## config.mk

```make
export PLATFORM = sky130hd
export DESIGN_NAME = weight_fetch_ctrl
export DESIGN_NICKNAME = d
export VERILOG_FILES = /design/src/rtl/wfc_pkg.sv /design/src/rtl/wfc_ptr.sv /design/src/rtl/weight_fetch_ctrl.sv
export SDC_FILE = /design/constraint.sdc
export NUM_CORES = 1
export LEC_CHECK = 0
export ABC_AREA = 1
export BUFFER_PORTS_ARGS = -buffer_cell sky130_fd_sc_hd__buf_2
export CAP_MARGIN = 20
export CORE_MARGIN = 4
export CORE_UTILIZATION = 55
export DETAILED_ROUTE_END_ITERATION = 8
export PLACE_DENSITY_LB_ADDON = 0.05
export SYNTH_ARGS = -nofsm -noshare
export SYNTH_HDL_FRONTEND = slang
export SYNTH_SLANG_ARGS = --single-unit
```

## constraint.sdc

```tcl
create_clock -name clk -period 2.9 [get_ports clk]
set_input_delay 0.29 -clock clk [delete_from_list [all_inputs] [get_ports clk]]
set_output_delay 0.29 -clock clk [all_outputs]
set_load 0.01 [all_outputs]
```

## src/rtl/wfc_pkg.sv

```systemverilog
// Shared types and width helpers for the weight-fetch controller.
// Provides the FSM state enum and the column / group-select widths.
package wfc_pkg;

  typedef enum logic [1:0] {
    IDLE  = 2'd0,
    ISSUE = 2'd1,
    DONE  = 2'd2
  } wfc_state_t;

  function automatic int col_w(input int bl);
    return (bl > 1) ? $clog2(bl) : 1;
  endfunction

  function automatic int grp_w(input int n);
    return (n > 1) ? $clog2(n) : 1;
  endfunction

endpackage

```

## src/rtl/wfc_ptr.sv

```systemverilog
// Row / bank-group pointer with round-robin group rotation.
// Ports: clk, rst_n, advance_i, flush_i, row_nxt_o, grp_nxt_o, grp_o.
module wfc_ptr
  import wfc_pkg::*;
#(
  parameter int NUM_GRP = 2,
  parameter int ROW_W   = 7,
  parameter int PP_ROWS = 127,
  parameter int GW      = 1
) (
  input  logic             clk,
  input  logic             rst_n,
  input  logic             advance_i,
  input  logic             flush_i,
  output logic [ROW_W-1:0] row_nxt_o,
  output logic [GW-1:0]    grp_nxt_o,
  output logic [GW-1:0]    grp_o
);

  localparam logic [ROW_W-1:0] ROW_LAST =
    ROW_W'(PP_ROWS - 1);
  localparam logic [GW-1:0] GRP_LAST =
    GW'(NUM_GRP - 1);

  logic [ROW_W-1:0] row_q, row_d;
  logic [GW-1:0]    grp_q, grp_d;

  always_comb begin
    row_d = row_q;
    grp_d = grp_q;
    if (flush_i) begin
      row_d = '0;
      grp_d = '0;
    end else if (advance_i) begin
      if (row_q == ROW_LAST) begin
        row_d = '0;
        grp_d = (grp_q == GRP_LAST) ? '0
                                    : grp_q + 1'b1;
      end else begin
        row_d = row_q + 1'b1;
      end
    end
  end

  always_ff @(posedge clk) begin
    if (!rst_n) begin
      row_q <= '0;
      grp_q <= '0;
    end else begin
      row_q <= row_d;
      grp_q <= grp_d;
    end
  end

  // next values let a burst launched in DONE
  // target the freshly advanced row/group
  assign row_nxt_o = row_d;
  assign grp_nxt_o = grp_d;
  assign grp_o     = grp_q;

endmodule

```

## src/rtl/weight_fetch_ctrl.sv

```systemverilog
// Weight-BRAM burst address generator: FSM, column counter, bank regs.
// Ports: clk rst_n start flush [dir] -> busy done grp_sel bce braddr. Macro WEIGHT_FETCH_DIR_SEL_EN adds dir.
module weight_fetch_ctrl
  import wfc_pkg::*;
#(
  parameter int NUM_GRP       = 2,
  parameter int BANKS_PER_GRP = 2,
  parameter int BURST_LEN     = 32,
  parameter int ROW_W         = 7,
  parameter int PP_ROWS       = 127,
  parameter int ADDR_LSB      = 3,
  parameter int ADDR_W        = 15
) (
  input  logic clk,
  input  logic rst_n,
  input  logic start,
  input  logic flush,
`ifdef WEIGHT_FETCH_DIR_SEL_EN
  input  logic dir,
`endif
  output logic busy,
  output logic done,
  output logic [grp_w(NUM_GRP)-1:0] grp_sel,
  output logic [NUM_GRP*BANKS_PER_GRP-1:0] bce,
  output logic [NUM_GRP*BANKS_PER_GRP*ADDR_W-1:0] braddr
);

  localparam int CW = col_w(BURST_LEN);
  localparam int GW = grp_w(NUM_GRP);
  localparam int B  = BANKS_PER_GRP;
  localparam int NB = NUM_GRP * B;
  localparam logic [CW-1:0] COL_MAX =
    CW'(BURST_LEN - 1);

  wfc_state_t state_q, state_d;
  logic [CW-1:0] col_q, col_d;
  logic launch, advance;
  logic dir_q, start_dir;
  logic [ROW_W-1:0] row_nxt;
  logic [GW-1:0] grp_nxt, grp_q;
  logic [ADDR_W-1:0] addr;

  logic busy_q, busy_d;
  logic done_q, done_d;
  logic [NB-1:0] bce_q, bce_d;
  logic [NB*ADDR_W-1:0] ba_q, ba_d;

`ifdef WEIGHT_FETCH_DIR_SEL_EN
  assign start_dir = dir;
  always_ff @(posedge clk) begin
    if (!rst_n)
      dir_q <= 1'b0;
    else if (launch)
      dir_q <= dir;
  end
`else
  assign start_dir = 1'b0;
  assign dir_q     = 1'b0;
`endif

  wfc_ptr #(
    .NUM_GRP (NUM_GRP),
    .ROW_W   (ROW_W),
    .PP_ROWS (PP_ROWS),
    .GW      (GW)
  ) u_ptr (
    .clk       (clk),
    .rst_n     (rst_n),
    .advance_i (advance),
    .flush_i   (flush),
    .row_nxt_o (row_nxt),
    .grp_nxt_o (grp_nxt),
    .grp_o     (grp_q)
  );

  always_comb begin
    state_d = state_q;
    col_d   = col_q;
    launch  = 1'b0;
    advance = 1'b0;
    unique case (state_q)
      IDLE: begin
        if (start) launch = 1'b1;
      end
      ISSUE: begin
        if (col_q == (dir_q ? COL_MAX : '0))
          state_d = DONE;
        else if (dir_q)
          col_d = col_q + 1'b1;
        else
          col_d = col_q - 1'b1;
      end
      DONE: begin
        advance = 1'b1;
        state_d = IDLE;
        // FSM is idle at this edge anyway, so a
        // start here chains with a 1-cycle gap
        if (start) launch = 1'b1;
      end
      default: state_d = IDLE;
    endcase
    if (flush) begin
      launch  = 1'b0;
      advance = 1'b0;
      state_d = IDLE;
    end
    if (launch) begin
      state_d = ISSUE;
      col_d   = start_dir ? '0 : COL_MAX;
    end
  end

  // {row,col} equals row*BURST_LEN+col
  assign addr = ADDR_W'({row_nxt, col_d})
                << ADDR_LSB;

  always_comb begin
    busy_d = (state_d == ISSUE);
    done_d = (state_d == DONE);
    bce_d  = '0;
    ba_d   = ba_q;
    if (state_d == ISSUE) begin
      for (int g = 0; g < NUM_GRP; g++) begin
        if (grp_nxt == GW'(g)) begin
          for (int b = 0; b < B; b++) begin
            bce_d[g*B+b] = 1'b1;
            ba_d[(g*B+b)*ADDR_W +: ADDR_W] = addr;
          end
        end
      end
    end
  end

  always_ff @(posedge clk) begin
    if (!rst_n) begin
      state_q <= IDLE;
      col_q   <= '0;
      busy_q  <= 1'b0;
      done_q  <= 1'b0;
      bce_q   <= '0;
      ba_q    <= '0;
    end else begin
      state_q <= state_d;
      col_q   <= col_d;
      busy_q  <= busy_d;
      done_q  <= done_d;
      bce_q   <= bce_d;
      ba_q    <= ba_d;
    end
  end

  assign busy    = busy_q;
  assign done    = done_q;
  assign grp_sel = grp_q;
  assign bce     = bce_q;
  assign braddr  = ba_q;

endmodule

```

==> results.sh <==
export IMPL_seq_area_frac_synth_pct=37.2
export IMPL_worstSetupEndpointType="register"
export IMPL_yosys_top_cells_count="nor2_1 (69), nand2_1 (63), dfxtp_1 (43), buf_4 (38)"
export IMPL_place_congestion=0.835
export IMPL_synth_compound_gate_area_share_pct=2.92
export IMPL_synth_area_leaders="dfxtp_1 (37%), buf_4 (12%), nor2_1 (11%)"
export IMPL_cts_buffers=5
export IMPL_synth_mux_area_share_pct=0
export IMPL_seqCellArea_um2=861
export IMPL_synthFlopType="dfxtp_1"
export IMPL_setup_viol=0
export IMPL_ctsHoldBuffers=0
export IMPL_grt_pass1_wl_um=7760
export IMPL_synth_fa_ha_area_share_pct=1.62
export IMPL_yosysWarnings=0
export IMPL_portBuffers=58
export IMPL_critPathArrivalTime_ns=2.16
export IMPL_cpMaxStageDelayCell="nand2_2"
export IMPL_fillerInstances=412
export IMPL_layout_nets=358
export IMPL_path_class="reg2reg"
export IMPL_yosys_area_share_simple_pct=37.2
export IMPL_dieArea_um2=5300
export IMPL_core_area_um2=4030
export IMPL_netlist_area_um2=2310
export IMPL_maxCapViolCount=0
export IMPL_vdd_drop_max_mv=0.363
export IMPL_fin_tns_setup_ns=0
export IMPL_netlist_instances=321
export IMPL_antenna_found_initial=0
export IMPL_dp_cells=394
export IMPL_cts_buffer_depth=2
export IMPL_power_density_nw_per_um2=503
export IMPL_finalCriticalPeriod_ns=1.92
export IMPL_drtPass1Iterations=4
export IMPL_synth_edff_count=0
export IMPL_area_delta_synth_final_pct=5.90
export IMPL_wirelength_um=4720
export IMPL_synth_xor_area_share_pct=0
export IMPL_ioPinCount=71
export IMPL_num_vias=1899
export IMPL_drt_iter0_drc=124
export IMPL_ctsHtreeMaxLevel=2
export IMPL_tightest_slew_ns=0.645
export IMPL_grt_usage_pct=18.7
export IMPL_synth_cell_types=27
export IMPL_highest_layer="met4"
export IMPL_rsz0062_at_grt="no"
export IMPL_synth_seq_cells=43
export IMPL_outcome="complete, no violations"
export IMPL_drv_slew=0
export IMPL_hp_class="in2reg"
export IMPL_wl_per_cell_um=11.7
export IMPL_finalPower_uw=1230
export IMPL_fin_area_um2=2450
export IMPL_dr_wl_met3_um=292
export IMPL_cts_tree="done"
export IMPL_via_per_inst=4.72
export IMPL_dpl_instance_area_um2=2340
export IMPL_cts_sinks=43
export IMPL_grt_start_max_net_pins=29
export IMPL_initial_core_util_pct=57.4
export IMPL_critPathLaunchType="register"
export IMPL_fmax_ghz=0.520
export IMPL_yosys_area_top_type_share_pct=37.2
export IMPL_crit_family="simple AND/OR/NAND/NOR gates"
export IMPL_power_leakage_uw=0.00131
export IMPL_postRouteAntennaNets=0
export IMPL_wl_met2_um=2240
export IMPL_post_dp_hpwl_um=3560
export IMPL_synth_top_family_by_area="simple AND/OR/NAND/NOR gates"
export IMPL_period_share_pct=66.3
export IMPL_path_cells="inv_1, ha_1, inv_1, nor2_1, nand2_1, nand3_1, nand2_2, inv_1, nor2_4, nor2_1, nor2_1"
export IMPL_clk_latency_ns=0.30
export IMPL_crit_fanout=21
export IMPL_multi_input_area_um2=1010
export IMPL_crit_buf_inv=3
export IMPL_worstPathRequired_ns=3.13
export IMPL_rows=23
export IMPL_async_reset_ff_share_pct=0
export IMPL_cts_setup_buffers=0
export IMPL_drc=0
export IMPL_clock_skew_ns=0.00409
export IMPL_grt_pass1_vias=1676
export IMPL_max_stage_delay_ns=0.35
export IMPL_timing_hold_violations_final=0
export IMPL_yosysMostFrequentCell="nor2_1"
export IMPL_die_h_um=72.8
export IMPL_path_clk_slew_ns=0.08
export IMPL_die_w_um=72.8
export IMPL_final_layout_size_suffix_gt1_share_pct=24.4
export IMPL_post_synth_top_area_cell="dfxtp_1"
export IMPL_instances_no_fill=402
export IMPL_cts_resized=0
export IMPL_wl_met1_um=2160
export IMPL_clockRootBuffer="clkbuf_8"
export IMPL_synth_avg_cell_area_um2=7.20
export IMPL_diodes=0
export IMPL_grt_overflow=0
export IMPL_slew_headroom_pct=56.9
==> through the flow <==
stage | worst slack, ns | hold slack [ns] | utilization [%]
2_1_floorplan | 1.38 | 0.366 | -
3_3_place_gp | 0.983 | 0.474 | 58.2
3_5_place_dp | 0.980 | 0.484 | 58.2
4_1_cts | 0.951 | 0.266 | 60.7
5_1_grt | 0.712 | 0.269 | 60.7
6_report | 0.978 | 0.273 | 60.7
==> layout make-up <==
type / count / share of cell area, %
Multi-Input combinational cell: 212 / 41.3
Sequential cell: 43 / 35.2
Timing Repair Buffer: 58 / 11.9
Inverter: 31 / 4.86
Clock buffer: 7 / 3.94
Tap cell: 50 / 2.56
Clock inverter: 1 / 0.307
==> worst paths after layout <==
check / startpoint / end / slack (ns) / depth (start not counted)
worst max register to register: col_q[0] / braddr[52] / 0.98 / 11
worst max-delay path: col_q[0] / braddr[52] / 0.98 / 11
worst min register to register: braddr[50] / braddr[50] / 0.50 / 2
worst min-delay path: flush / done / 0.27 / 2
==> logic make-up (layout without fill, tap and decap cells) <==
logic type | count (synthesis) | after routing
AOI/OAI and AO/OA | 13 | 13
other | 1 | 12
DFF | 43 | 43
buffers and inverters | 77 | 97
adders and majority gates | 3 | 3
and+or+nand+nor | 184 | 184
==> flip-flops by register name, summed over array words and instances (netlist names) <==
| name | cells |
|---|---|
| braddr | 24 |
| u_ptr.row_q | 7 |
| col_q | 5 |
| bce | 2 |
| state_q | 2 |
| busy | 1 |
| done | 1 |
| u_ptr.grp_o | 1 |
==> worst reg2reg max path, delay by kind of cell (launching register included) <==
| family | cells | cell delay (ns) |
|---|---|---|
| adder cells (fa/ha/maj) | 1 | 0.22 |
| buffers and inverters | 3 | 0.29 |
| flip-flops | 1 | 0.34 |
| AND/OR/NAND/NOR | 7 | 1.01 |
==> power breakdown <==
group	switching [uW]	total [uW]	internal, uW
combinational	117	175	58.1
sequential	16.7	630	614
clock	208	425	217
total	342	1230	888
==> layer usage <==
layer  vias up  GRT usage (%)
li1       1004              -
met1       835           25.1
met2        56           30.4
met3         4           4.55
met4         0           4.30
met5         -              0
==> cell usage in the layout (no fill, tap or decap), types with 4 or more instances in the layout <==
master / n
inv_1: 27
nand3_1: 27
dfxtp_1: 43
conb_1: 12
nand2_4: 4
nor2_1: 69
a21oi_1: 5
nor2_4: 4
nand2_1: 63
clkbuf_8: 7
buf_2: 58
o21ai_0: 7
No activity file was read; power rests on OpenSTA's default activity.
